File: src/rtl/cpu_types_pkg.sv
// Shared CPU datapath types and constants.
// Used by the fetch stage and its interface.
package cpu_types_pkg;

  typedef logic [31:0] word_t;

  typedef enum logic [1:0] {
    RUN    = 2'd0,
    HOLD   = 2'd1,
    HALTED = 2'd2
  } fetch_state_t;

  localparam word_t PC_STEP = 32'd4;

endpackage

File: src/rtl/fetch_if.sv
// Fetch stage port bundle: icache, hazard and
// fetch/decode latch signals.
interface fetch_if;
  import cpu_types_pkg::*;

  logic  ihit;
  word_t imemload;
  logic  stall;
  logic  redirect;
  word_t redirect_pc;
  logic  halt;
  logic  imemREN;
  word_t imemaddr;
  logic  update;
  logic  flush;
  word_t instruction_in;
  word_t normal_pc_in;
  word_t next_pc_in;
  word_t pc_out;

  modport fs (
    input  ihit,
    input  imemload,
    input  stall,
    input  redirect,
    input  redirect_pc,
    input  halt,
    output imemREN,
    output imemaddr,
    output update,
    output flush,
    output instruction_in,
    output normal_pc_in,
    output next_pc_in,
    output pc_out
  );

  modport cache (
    input  imemREN,
    input  imemaddr,
    output ihit,
    output imemload
  );

endinterface

File: src/rtl/fetch_stage.sv
// Fetch stage: PC register, icache reads, one-entry
// stall buffer, redirect and halt handling.
module fetch_stage
  import cpu_types_pkg::*;
#(
  parameter word_t PC0 = 32'h00000000
) (
  input  logic CLK,
  input  logic RST,
  fetch_if.fs  fif
);

  fetch_state_t state;
  fetch_state_t state_nxt;
  word_t pc;
  word_t pc_nxt;
  word_t pc_inc;
  word_t buf_instr;
  word_t buf_npc;
  word_t buf_instr_nxt;
  word_t buf_npc_nxt;

  logic  ren;
  logic  upd;
  logic  fl;
  word_t instr;
  word_t npc;
  word_t nxt;

  assign pc_inc = pc + PC_STEP;

  // State register
  always_ff @(posedge CLK or posedge RST) begin
    if (RST) state <= RUN;
    else     state <= state_nxt;
  end

  // PC and stall buffer registers
  always_ff @(posedge CLK or posedge RST) begin
    if (RST) begin
      pc        <= PC0;
      buf_instr <= '0;
      buf_npc   <= '0;
    end else begin
      pc        <= pc_nxt;
      buf_instr <= buf_instr_nxt;
      buf_npc   <= buf_npc_nxt;
    end
  end

  // Next state: halt beats redirect beats fetch/stall
  always_comb begin
    state_nxt     = state;
    pc_nxt        = pc;
    buf_instr_nxt = buf_instr;
    buf_npc_nxt   = buf_npc;
    if (state != HALTED) begin
      if (fif.halt) begin
        state_nxt = HALTED;
      end else if (fif.redirect) begin
        state_nxt     = RUN;
        pc_nxt        = fif.redirect_pc;
        buf_instr_nxt = '0;
        buf_npc_nxt   = '0;
      end else if (state == HOLD) begin
        if (!fif.stall) state_nxt = RUN;
      end else if (fif.ihit) begin
        pc_nxt = pc_inc;
        if (fif.stall) begin
          state_nxt     = HOLD;
          buf_instr_nxt = fif.imemload;
          buf_npc_nxt   = pc_inc;
        end
      end
    end
  end

  // Outputs to icache and fetch/decode latch
  always_comb begin
    ren   = 1'b0;
    upd   = 1'b0;
    fl    = 1'b0;
    instr = '0;
    npc   = '0;
    nxt   = pc;
    if (RST) begin
      nxt = PC0;
    end else if (state == HALTED) begin
      nxt = pc;
    end else if (fif.halt) begin
      fl = 1'b1;
    end else if (fif.redirect) begin
      fl  = 1'b1;
      ren = (state != HOLD);
      nxt = fif.redirect_pc;
    end else if (state == HOLD) begin
      if (!fif.stall) begin
        upd   = 1'b1;
        instr = buf_instr;
        npc   = buf_npc;
      end
    end else begin
      ren = 1'b1;
      if (fif.ihit) begin
        nxt = pc_inc;
        if (!fif.stall) begin
          upd   = 1'b1;
          instr = fif.imemload;
          npc   = pc_inc;
        end
      end
    end
  end

  assign fif.imemREN        = ren;
  assign fif.imemaddr       = pc;
  assign fif.update         = upd;
  assign fif.flush          = fl;
  assign fif.instruction_in = instr;
  assign fif.normal_pc_in   = npc;
  assign fif.next_pc_in     = nxt;
  assign fif.pc_out         = pc;

endmodule

File: src/flat_wrapper.sv
// flat-port wrapper written by rule: the top's interface ports become plain ports
module fetch_stage_flat import cpu_types_pkg::*;
#(
  parameter word_t PC0 = 32'h00000000
)
  (CLK, RST, fif_ihit, fif_imemload, fif_stall, fif_redirect, fif_redirect_pc, fif_halt, fif_imemREN, fif_imemaddr, fif_update, fif_flush, fif_instruction_in, fif_normal_pc_in, fif_next_pc_in, fif_pc_out);
  fetch_if fif_i ();
  input  logic CLK;
  input  logic RST;
  input wire logic [$bits(fif_i.ihit)-1:0] fif_ihit;
  input wire logic [$bits(fif_i.imemload)-1:0] fif_imemload;
  input wire logic [$bits(fif_i.stall)-1:0] fif_stall;
  input wire logic [$bits(fif_i.redirect)-1:0] fif_redirect;
  input wire logic [$bits(fif_i.redirect_pc)-1:0] fif_redirect_pc;
  input wire logic [$bits(fif_i.halt)-1:0] fif_halt;
  output wire logic [$bits(fif_i.imemREN)-1:0] fif_imemREN;
  output wire logic [$bits(fif_i.imemaddr)-1:0] fif_imemaddr;
  output wire logic [$bits(fif_i.update)-1:0] fif_update;
  output wire logic [$bits(fif_i.flush)-1:0] fif_flush;
  output wire logic [$bits(fif_i.instruction_in)-1:0] fif_instruction_in;
  output wire logic [$bits(fif_i.normal_pc_in)-1:0] fif_normal_pc_in;
  output wire logic [$bits(fif_i.next_pc_in)-1:0] fif_next_pc_in;
  output wire logic [$bits(fif_i.pc_out)-1:0] fif_pc_out;
  assign fif_i.ihit = fif_ihit;
  assign fif_i.imemload = fif_imemload;
  assign fif_i.stall = fif_stall;
  assign fif_i.redirect = fif_redirect;
  assign fif_i.redirect_pc = fif_redirect_pc;
  assign fif_i.halt = fif_halt;
  assign fif_imemREN = fif_i.imemREN;
  assign fif_imemaddr = fif_i.imemaddr;
  assign fif_update = fif_i.update;
  assign fif_flush = fif_i.flush;
  assign fif_instruction_in = fif_i.instruction_in;
  assign fif_normal_pc_in = fif_i.normal_pc_in;
  assign fif_next_pc_in = fif_i.next_pc_in;
  assign fif_pc_out = fif_i.pc_out;
  fetch_stage #(.PC0(PC0)) u_core (.CLK(CLK), .RST(RST), .fif(fif_i));
endmodule
File: config.mk
export PLATFORM = sky130hd
export DESIGN_NAME = fetch_stage_flat
export DESIGN_NICKNAME = d
export VERILOG_FILES = /design/src/rtl/cpu_types_pkg.sv /design/src/rtl/fetch_if.sv /design/src/rtl/fetch_stage.sv /design/src/flat_wrapper.sv
export SDC_FILE = /design/constraint.sdc
export NUM_CORES = 1
export LEC_CHECK = 0
export CAP_MARGIN = 20
export CORE_UTILIZATION = 41
export DETAILED_ROUTE_END_ITERATION = 6
export GPL_ROUTABILITY_DRIVEN = 0
export PLACE_DENSITY = 0.82
export SYNTH_ARGS = -nofsm -noshare
export SYNTH_HDL_FRONTEND = slang
export SYNTH_SLANG_ARGS = --single-unit
File: constraint.sdc
create_clock -name CLK -period 4.6 [get_ports CLK]
set_clock_uncertainty 0.2 [all_clocks]
set_input_delay 0.92 -clock CLK [delete_from_list [all_inputs] [get_ports CLK]]
set_output_delay 0.92 -clock CLK [all_outputs]
set_load 0.01 [all_outputs]
==> impl_metrics.yaml <==
layout:
  final_nets: 1023
  fill_cells: 1324
  drive_above_1_share_pct: 9.40
  area_delta_synth_final_pct: 41.9
detailed_routing:
  wl_per_cell_microns: 18.9
  num_vias: 6743
  drt_iter0_markers: 667
  drcViolationCount: 0
  drtPass1Iterations: 5
  avgViaCountPerCell: 5.77
  ant_nets: 0
  wl_mm: 22.1
synth:
  synth_largest_area_cell: "dfrtp_1"
  yosysSeqAreaShare_pct: 38.1
  synth.cell_area_sq_um: 6440
  synth_top_flop_cell: "dfrtp_1"
  synthTopCellsByArea: "dfrtp_1 38%, nor2_1 5.6%, a22o_1 5.2%"
  synthTopCellsByCount: "98 x dfrtp_1, 96 x nor2_1, 66 x nand2_1"
  syn-instance-count: 766
  synth-seq-cells: 98
  synth_cell_type_count: 62
  ys_warn_count: 0
  synth-edff-count: 0
  syn_nets: 837
  async_flop_share_pct: 100
  synth.most_common_cell: "dfrtp_1"
  syn_area_per_cell_sq_um: 8.40
  synth_top_area_share_pct: 38.1
placement:
  port_buffers: 232
  dp.final_hpwl_mm: 15.6
timing:
  drv_slew: 0
  tightest_slew_ns: 0.691
  rsz0062_at_grt: "false"
  fin_setup_tns_ns: 0
  slew_headroom_pct: 53.6
  fin_crit_sh_pct: 97.8
  timing.final.crit_period_ns: 4.50
  whs_ns: 0.284
  finalHoldViolCount: 0
  max_freq_ghz: 0.222
  final-setup-viol-count: 0
pwr:
  p_seq_share_pct: 42.3
  p_switching_uw: 806
  peakVddDrop_uv: 232
  p_clk_share_pct: 32.6
  switching_share_pct: 32.2
  powerDensity_nw_per_um2: 274
  pwr-share-comb_pct: 25.2
  cellInternalPower_uw: 1700
  p_leak_uw: 0.00378
grt:
  grt_overflow: 0
  grt_max_degree: 63
  grt_use_total_pct: 27.2
  antenna_found_initial: 1
  grt_pass1_vias: 6345
  grt_pass1_wl_mm: 34.5
critical_path:
  max_stage_delay_ns: 0.61
  crit_chain: "clkdlybuf4s50_1, inv_2, maj3_1, or4_1, buf_12, a211oi_1, clkdlybuf4s50_1"
  critPathMaxFanout: 29
  cp.arrival_ns: 3.38
  cp_common_cell: "clkdlybuf4s50_1"
  critPathRequiredTime_ns: 3.48
  end_kind: "output pin"
  startpoint_type: "input port"
  ff2ff_setup_slack_ns: 1.88
  critPathKind: "in -> out"
  cp_slowest_cell: "clkdlybuf4s50_1"
floorplanning:
  coreArea_sq_um: 15300
  die_h_microns: 127
  initial_core_util_pct: 42.2
  io_pins: 233
  num_rows: 45
  dieWidth_microns: 127
  dieArea_sq_um: 16200
clocking:
  clk_latency_ns: 0.37
  ctsHoldBuffers: 0
  cts_sinks: 98
  clk_pin_slew_ns: 0.07
  cts_buffers: 9
  htree_num_levels: 3
  cts_setup_buffers: 0
  clockBufferDepth: 2
  ctsResizeCount: 0
  root_buffer: "clkbuf_16"
  cts_tree: "done"
flow_run:
  cap_violations: 0
outcome:
  status: "complete, no violations"
min_path:
  hold_path_class: "reg -> reg"
[power by group through the flow]
stage               Combinational, uW  Sequential, uW  Clock [uW]
finish                            630            1060         816
global route                      671            1070         859
CTS                               629            1050         825
detailed placement                624            1070           0
global placement                  619            1070           0
floorplan                         327            1040           0
[final timing paths]
| check | start | end | depth (start not counted) |
|---|---|---|---|
| setup / recovery | fif_ihit | fif_normal_pc_in[5] | 7 |
| hold / removal | u_core.buf_npc[16] | u_core.buf_npc[16] | 2 |
| setup reg to reg | u_core.fif.imemaddr[2] | u_core.fif.imemaddr[28] | 6 |
| hold reg to reg | u_core.buf_npc[16] | u_core.buf_npc[16] | 2 |
| max in group asynchronous | RST | u_core.buf_npc[15] | 4 |
| min in group asynchronous | RST | u_core.fif.imemaddr[6] | 2 |
[routing by layer]
metal	GRT usage (%)	vias to the layer above	share of wire (%)
li1	-	3108	-
met1	38.4	3198	43
met2	41.1	380	45
met3	3.98	57	7.8
met4	12.6	0	3.7
met5	0	-	0
[flip-flops by register name, summed over array words and instances, names as in the netlist]
register,cells
u_core.state,2
u_core.buf_npc,32
u_core.fif.imemaddr,32
u_core.buf_instr,32
[layout by cell type (no fill, tap or decap), types with 8 or more instances in the layout]
cell,synthesis,final
clkdlybuf4s50_1,0,230
dfrtp_1,98,98
nor2_1,96,96
nand2_1,66,65
a21oi_1,58,58
and3_1,40,40
a22o_1,38,38
o21ai_0,37,37
buf_4,37,34
nand3_1,30,30
a211oi_1,30,29
xnor2_1,20,20
nor3_1,13,12
a31oi_1,11,11
xor2_1,11,11
and2_1,10,10
clkbuf_16,0,9
a22oi_1,8,8
or3_1,8,8
nand4_1,8,8
[stage by stage]
step	setup WS, ns	total power, uW	cell area [sq um]	utilization (%)	instances
2_1_floorplan	0.223	1360	6440	-	766
5_1_grt	0.00980	2600	9140	59.9	1169
3_3_place_gp	0.0729	1690	8810	57.7	1152
4_1_cts	0.0371	2510	9120	59.8	1168
3_5_place_dp	0.0384	1690	8810	57.7	1152
6_report	0.103	2500	9140	59.9	1169
[critical path, delay by kind of cell]
family / cells / cell delay [ns]
AO/OA/AOI/OAI: 1 / 0.24
adder cells (fa/ha/maj): 1 / 0.36
AND/OR/NAND/NOR: 1 / 0.48
buffers and inverters: 4 / 1.38
[area by class of cell]
cell class / count / area (sq um) / area share, %
Tap cell: 211 / 264 / 2.89
Multi-Input combinational cell: 568 / 3450 / 37.8
Antenna cell: 1 / 2.50 / 0.0274
Inverter: 7 / 30.0 / 0.329
Sequential cell: 98 / 2450 / 26.8
Clock inverter: 7 / 88.8 / 0.972
Timing Repair Buffer: 268 / 2620 / 28.7
Clock buffer: 9 / 225 / 2.47
[cells by family (layout without fill, tap and decap cells)]
kind of cell               Yosys count  count (layout)  synth area share, %
muxes                                7               7                 1.13
other                                0               1                    0
and+or+nand+nor                    318             318                 26.0
AOI/OAI and AO/OA                  210             210                 21.4
xor gates and xnor gates            31              31                 4.22
DFF                                 98              98                 38.1
buffers and inverters              100             291                 8.79
adders and majority gates            2               2                0.350
Power figures use the tool's default switching activity.
